### config.mk
export PLATFORM = sky130hd
export DESIGN_NAME = spi_target
export DESIGN_NICKNAME = d
export VERILOG_FILES = /design/src/rtl/spi_target_pkg.sv /design/src/rtl/spi_target_sync.sv /design/src/rtl/spi_target.sv
export SDC_FILE = /design/constraint.sdc
export NUM_CORES = 1
export LEC_CHECK = 0
export CAP_MARGIN = 20
export CORE_ASPECT_RATIO = 0.7
export CORE_MARGIN = 2
export CORE_UTILIZATION = 50
export CTS_CLUSTER_SIZE = 12
export DETAILED_ROUTE_END_ITERATION = 16
export PLACE_DENSITY = 0.75
export SLEW_MARGIN = 20
export SYNTH_ARGS = -nofsm -noshare
export SYNTH_HDL_FRONTEND = slang
export SYNTH_HIERARCHICAL = 1
export SYNTH_SLANG_ARGS = --single-unit
export TNS_END_PERCENT = 20
### constraint.sdc
create_clock -name clk -period 3.1 [get_ports clk]
set_clock_uncertainty 0.1 [all_clocks]
set_input_delay 0.62 -clock clk [delete_from_list [all_inputs] [get_ports clk]]
set_output_delay 0.62 -clock clk [all_outputs]
set_load 0.05 [all_outputs]
### src/rtl/spi_target_pkg.sv
// Shared types and constants for the SPI target endpoint.
package spi_target_pkg;

  localparam int unsigned BYTE_W = 8;
  localparam int unsigned CNT_W  = $clog2(BYTE_W);

  localparam logic [BYTE_W-1:0] IDLE_BYTE_DEF = 8'hFF;

  typedef enum logic {
    IDLE,
    ACTIVE
  } state_t;

endpackage

### src/rtl/spi_target_sync.sv
// Multi-flop synchronizer for one asynchronous input, with level and
// single-cycle rise/fall strobes taken from the last two synced samples.
// Flops reset to 0 so that a chip select already held low when reset is
// released does not look like a new falling edge.
module spi_target_sync #(
  parameter int unsigned SYNC_STAGES = 2
) (
  input  logic clk,
  input  logic rst,
  input  logic din,
  output logic level,
  output logic rise,
  output logic fall
);

  logic [SYNC_STAGES-1:0] chain;
  logic                   prev;

  // Synchronizer chain plus one history flop for edge detection
  always_ff @(posedge clk or posedge rst) begin
    if (rst) begin
      chain <= '0;
      prev  <= 1'b0;
    end else begin
      chain <= {chain[SYNC_STAGES-2:0], din};
      prev  <= chain[SYNC_STAGES-1];
    end
  end

  // Edge strobes from the current and previous synced sample
  always_comb begin
    level = chain[SYNC_STAGES-1];
    rise  = level & ~prev;
    fall  = ~level & prev;
  end

endmodule

### src/rtl/spi_target.sv
// SPI target (mode 0, MSB first) with byte-wide RX/TX holding registers.
// Optional build macro: SPI_TARGET_ERR_EN adds sticky ovr/udr flags and
// an err_clr input.
module spi_target
  import spi_target_pkg::*;
#(
  parameter int unsigned       SYNC_STAGES = 2,
  parameter logic [BYTE_W-1:0] IDLE_BYTE   = IDLE_BYTE_DEF
) (
  input  logic              clk,
  input  logic              rst,
  input  logic              sclk,
  input  logic              cs_n,
  input  logic              mosi,
  output logic              miso,
  output logic              miso_oe,
  output logic [BYTE_W-1:0] rx_data,
  output logic              rx_valid,
  input  logic              rx_rd,
  input  logic [BYTE_W-1:0] tx_data,
  input  logic              tx_wr,
  output logic              tx_empty,
  output logic              busy
`ifdef SPI_TARGET_ERR_EN
  ,
  input  logic              err_clr,
  output logic              ovr,
  output logic              udr
`endif
);

  state_t state, state_nxt;

  logic sclk_lvl, sclk_rise, sclk_fall;
  logic cs_lvl, cs_rise, cs_fall;
  logic mosi_lvl, mosi_rise, mosi_fall;

  logic [CNT_W-1:0]  bit_cnt;
  logic [BYTE_W-2:0] rx_shift;
  logic [BYTE_W-1:0] tx_shift;
  logic [BYTE_W-1:0] hold;
  logic              reload_pend;

  logic              start, stop, shift_in, byte_done, shift_out, reload, load;
  logic [BYTE_W-1:0] load_val;
  logic [BYTE_W-1:0] rx_byte;

  logic unused_sync;
  assign unused_sync = ^{sclk_lvl, cs_lvl, mosi_rise, mosi_fall};

  spi_target_sync #(.SYNC_STAGES(SYNC_STAGES)) u_sync_sclk (
    .clk(clk), .rst(rst), .din(sclk),
    .level(sclk_lvl), .rise(sclk_rise), .fall(sclk_fall)
  );

  spi_target_sync #(.SYNC_STAGES(SYNC_STAGES)) u_sync_cs (
    .clk(clk), .rst(rst), .din(cs_n),
    .level(cs_lvl), .rise(cs_rise), .fall(cs_fall)
  );

  spi_target_sync #(.SYNC_STAGES(SYNC_STAGES)) u_sync_mosi (
    .clk(clk), .rst(rst), .din(mosi),
    .level(mosi_lvl), .rise(mosi_rise), .fall(mosi_fall)
  );

  // State register
  always_ff @(posedge clk or posedge rst) begin
    if (rst) state <= IDLE;
    else     state <= state_nxt;
  end

  // Next state and bus-facing outputs; miso idles high when deselected
  always_comb begin
    state_nxt = state;
    busy      = 1'b0;
    miso_oe   = 1'b0;
    miso      = 1'b1;
    case (state)
      IDLE: begin
        if (cs_fall) state_nxt = ACTIVE;
      end
      ACTIVE: begin
        busy    = 1'b1;
        miso_oe = 1'b1;
        miso    = tx_shift[BYTE_W-1];
        if (cs_rise) state_nxt = IDLE;
      end
      default: state_nxt = IDLE;
    endcase
  end

  // Per-cycle strobes; a deselect in the same cycle as an sclk edge wins
  always_comb begin
    start     = (state == IDLE) && cs_fall;
    stop      = (state == ACTIVE) && cs_rise;
    shift_in  = (state == ACTIVE) && !cs_rise && sclk_rise;
    byte_done = shift_in && (bit_cnt == CNT_W'(BYTE_W - 1));
    shift_out = (state == ACTIVE) && !cs_rise && sclk_fall && (bit_cnt != '0);
    reload    = (state == ACTIVE) && !cs_rise && sclk_fall && (bit_cnt == '0) && reload_pend;
    load      = start || reload;
    load_val  = tx_empty ? IDLE_BYTE : hold;
    rx_byte   = {rx_shift, mosi_lvl};
  end

  // Bit counter and pending-reload flag for the byte boundary
  always_ff @(posedge clk or posedge rst) begin
    if (rst) begin
      bit_cnt     <= '0;
      reload_pend <= 1'b0;
    end else if (start || stop) begin
      bit_cnt     <= '0;
      reload_pend <= 1'b0;
    end else begin
      if (shift_in) bit_cnt <= bit_cnt + 1'b1;
      if (byte_done)   reload_pend <= 1'b1;
      else if (reload) reload_pend <= 1'b0;
    end
  end

  // Receive shift register and RX holding register
  always_ff @(posedge clk or posedge rst) begin
    if (rst) begin
      rx_shift <= '0;
      rx_data  <= '0;
      rx_valid <= 1'b0;
    end else begin
      if (shift_in)  rx_shift <= rx_byte[BYTE_W-2:0];
      if (byte_done) rx_data  <= rx_byte;
      if (byte_done)  rx_valid <= 1'b1;
      else if (rx_rd) rx_valid <= 1'b0;
    end
  end

  // Transmit shift register; a load samples holding before any same-cycle write
  always_ff @(posedge clk or posedge rst) begin
    if (rst) begin
      tx_shift <= '0;
    end else if (load) begin
      tx_shift <= load_val;
    end else if (shift_out) begin
      tx_shift <= {tx_shift[BYTE_W-2:0], 1'b0};
    end
  end

  // TX holding register; a same-cycle write refills it after the load drains it
  always_ff @(posedge clk or posedge rst) begin
    if (rst) begin
      hold     <= '0;
      tx_empty <= 1'b1;
    end else begin
      if (tx_wr) hold <= tx_data;
      if (tx_wr)     tx_empty <= 1'b0;
      else if (load) tx_empty <= 1'b1;
    end
  end

`ifdef SPI_TARGET_ERR_EN
  logic overrun, underrun;

  always_comb begin
    overrun  = byte_done && rx_valid && !rx_rd;
    underrun = load && tx_empty;
  end

  // Sticky error flags; a new event beats a same-cycle clear
  always_ff @(posedge clk or posedge rst) begin
    if (rst) begin
      ovr <= 1'b0;
      udr <= 1'b0;
    end else begin
      if (overrun)      ovr <= 1'b1;
      else if (err_clr) ovr <= 1'b0;
      if (underrun)     udr <= 1'b1;
      else if (err_clr) udr <= 1'b0;
    end
  end
`endif

endmodule

==> results_dict.tcl <==
set metrics [dict create \
    grt_use_met1 0.239 \
    critPathLaunchType "register" \
    io_buffers 27 \
    clockBufferDepth 2 \
    hold_violations 0 \
    die_h_um 56.0 \
    rsz0062_at_grt "false" \
    synth_nets 168 \
    setup_tns_ns 0 \
    cts_max_level 2 \
    relSlewSlack 0.656 \
    num-fill-cells 277 \
    setup_viol 0 \
    pwr-share-seq 0.537 \
    cpPeakStageDelay_ns 0.89 \
    ff_latch_area_um2 1150 \
    layout-drive-gt1-share 0.154 \
    synth_area_per_cell_um2 12.9 \
    core_area_um2 3600 \
    syn-instance-count 150 \
    power.leakage_nw 1.11 \
    power_density_nw_per_um2 636 \
    grt_pass1_vias 1238 \
    period_minus_slack_ns 2.47 \
    syn_area_um2 1930 \
    dr.pass1.iters 4 \
    power_switching_mw 0.459 \
    cts_buffers 5 \
    drc 0 \
    cp_top_family "buffers and inverters" \
    boundaryPins 28 \
    path_class "reg2out" \
    die_area_um2 4380 \
    multi_input_area_um2 669 \
    grt_pass1_wl_um 5840 \
    drt_wl_total_um 3330 \
    busiest_layer "met2" \
    p_sw_frac 0.310 \
    area_growth_pct 20.5 \
    via_count 1199 \
    ir_worst_vdd_mv 0.584 \
    required_ns 2.38 \
    end_kind "primary output" \
    cp_max_fo 12 \
    overflow 0 \
    slew_violations 0 \
    path_cells "clkdlybuf4s50_1" \
    timing.fmax_mhz 405 \
    cp_slowest_cell "clkdlybuf4s50_1" \
    worst_pin_slew_ns 0.514 \
    cts_root_buffer "clkbuf_8" \
    postCtsSetupBuffers 0 \
    p_int_mw 1.02 \
    crit_arrival_ns 1.75 \
    cts_tree "done" \
    timing.final.crit_share 0.796 \
    hold_path.class "reg2reg" \
    clkPwrFrac 0.245 \
    drt_iter0_markers 99 \
    clock_sinks 46 \
    routedWlPerCell_um 14.4 \
    initial_core_util 0.536 \
    gr-usage-met3 0.0487 \
    final_nets 199 \
    p_comb_frac 0.218 \
    drv_cap 0 \
    yosys_warnings 6 \
    gp_congestion 0.764 \
    antenna_found_initial 0 \
    fin_util 0.646 \
    hold_buffers 0 \
    ant_nets 0 \
    met2_usage 0.264 \
    clk_transition_reported_paths_ns 0.08 \
    grt_usage 0.172 \
    clock_latency_ns 0.30 \
    dieWidth_um 78.3 \
    path_buf_inv 1 \
    diodes 0 \
    via_per_inst 5.17 \
    rows 18 \
    grt_max_degree 39 \
    run_status "completed" \
    dp_hpwl_um 2430 \
    cts_resized 0 \
]
power by group through the flow:
stage          sequential [mW]  clock [mW]  combinational [mW]
2_1_floorplan            0.788           0               0.241
3_3_place_gp             0.796           0               0.308
3_5_place_dp             0.805           0               0.323
4_1_cts                  0.793       0.371               0.328
5_1_grt                  0.810       0.403               0.358
6_report                 0.795       0.363               0.323
layout make-up:
class / count / share of cell area
clock buffers: 5 / 0.0296
repair buffers: 28 / 0.119
well taps: 50 / 0.0269
flip-flops and latches: 46 / 0.495
inverters: 20 / 0.0323
clock inverters: 3 / 0.00914
multi-input cells: 80 / 0.288
final timing paths:
check	cells after the start	slack (ns)	endpoint	from
hold / removal	0	0.26	u_sync_cs/chain[1]	u_sync_cs/chain[0]
setup / recovery	1	0.63	miso_oe	state
setup reg to reg	4	1.06	rx_data[0]	u_sync_sclk/chain[1]
max in group asynchronous	3	1.82	tx_empty	rst
hold reg to reg	0	0.26	u_sync_cs/chain[1]	u_sync_cs/chain[0]
min in group asynchronous	2	0.45	u_sync_mosi/chain[0]	rst
state kept, by name, summed over array words and instances (netlist names), 2 cells and up:
| register | count |
|---|---|
| hold | 8 |
| rx_data | 8 |
| tx_shift | 8 |
| rx_shift | 7 |
| bit_cnt | 3 |
| u_sync_cs/chain | 2 |
| u_sync_mosi/chain | 2 |
| u_sync_sclk/chain | 2 |
layer usage:
metal | vias up | wire length [um] | share of wire
met4 | 0 | 40 | 0.012
li1 | 575 | - | -
met2 | 30 | 1570 | 0.47
met5 | - | 0 | 0
met1 | 588 | 1590 | 0.48
met3 | 6 | 126 | 0.038
per-stage QoR:
stage / worst slack [ns] / hold slack, ns / area [um2] / power [mW] / cells
detailed placement: 0.962 / 0.243 / 2240 / 1.13 / 224
finish: 0.633 / 0.258 / 2330 / 1.48 / 232
global route: 0.575 / 0.264 / 2330 / 1.57 / 232
CTS: 0.626 / 0.262 / 2330 / 1.49 / 232
global placement: 0.965 / 0.237 / 2240 / 1.10 / 224
floorplan: 1.25 / 0.231 / 1930 / 1.03 / 150
cells in the final DEF, fill, tap and decap left out, types with 2 or more instances in the layout:
cell and instances:
clkbuf_8 5, nand2b_1 2, a222oi_1 4, nand3_1 2, mux2_1 7, nor2_1 5, dfrtp_1 45, mux2_4 8
o21ai_0 9, ha_1 3, nand2_1 8, clkdlybuf4s50_1 27, a221oi_1 2, mux2_2 3, mux2i_1 2, nor2b_1 3
and2b_2 2, a21oi_1 2, inv_1 20, o221ai_1 2
No activity file was read; power rests on OpenSTA's default activity.
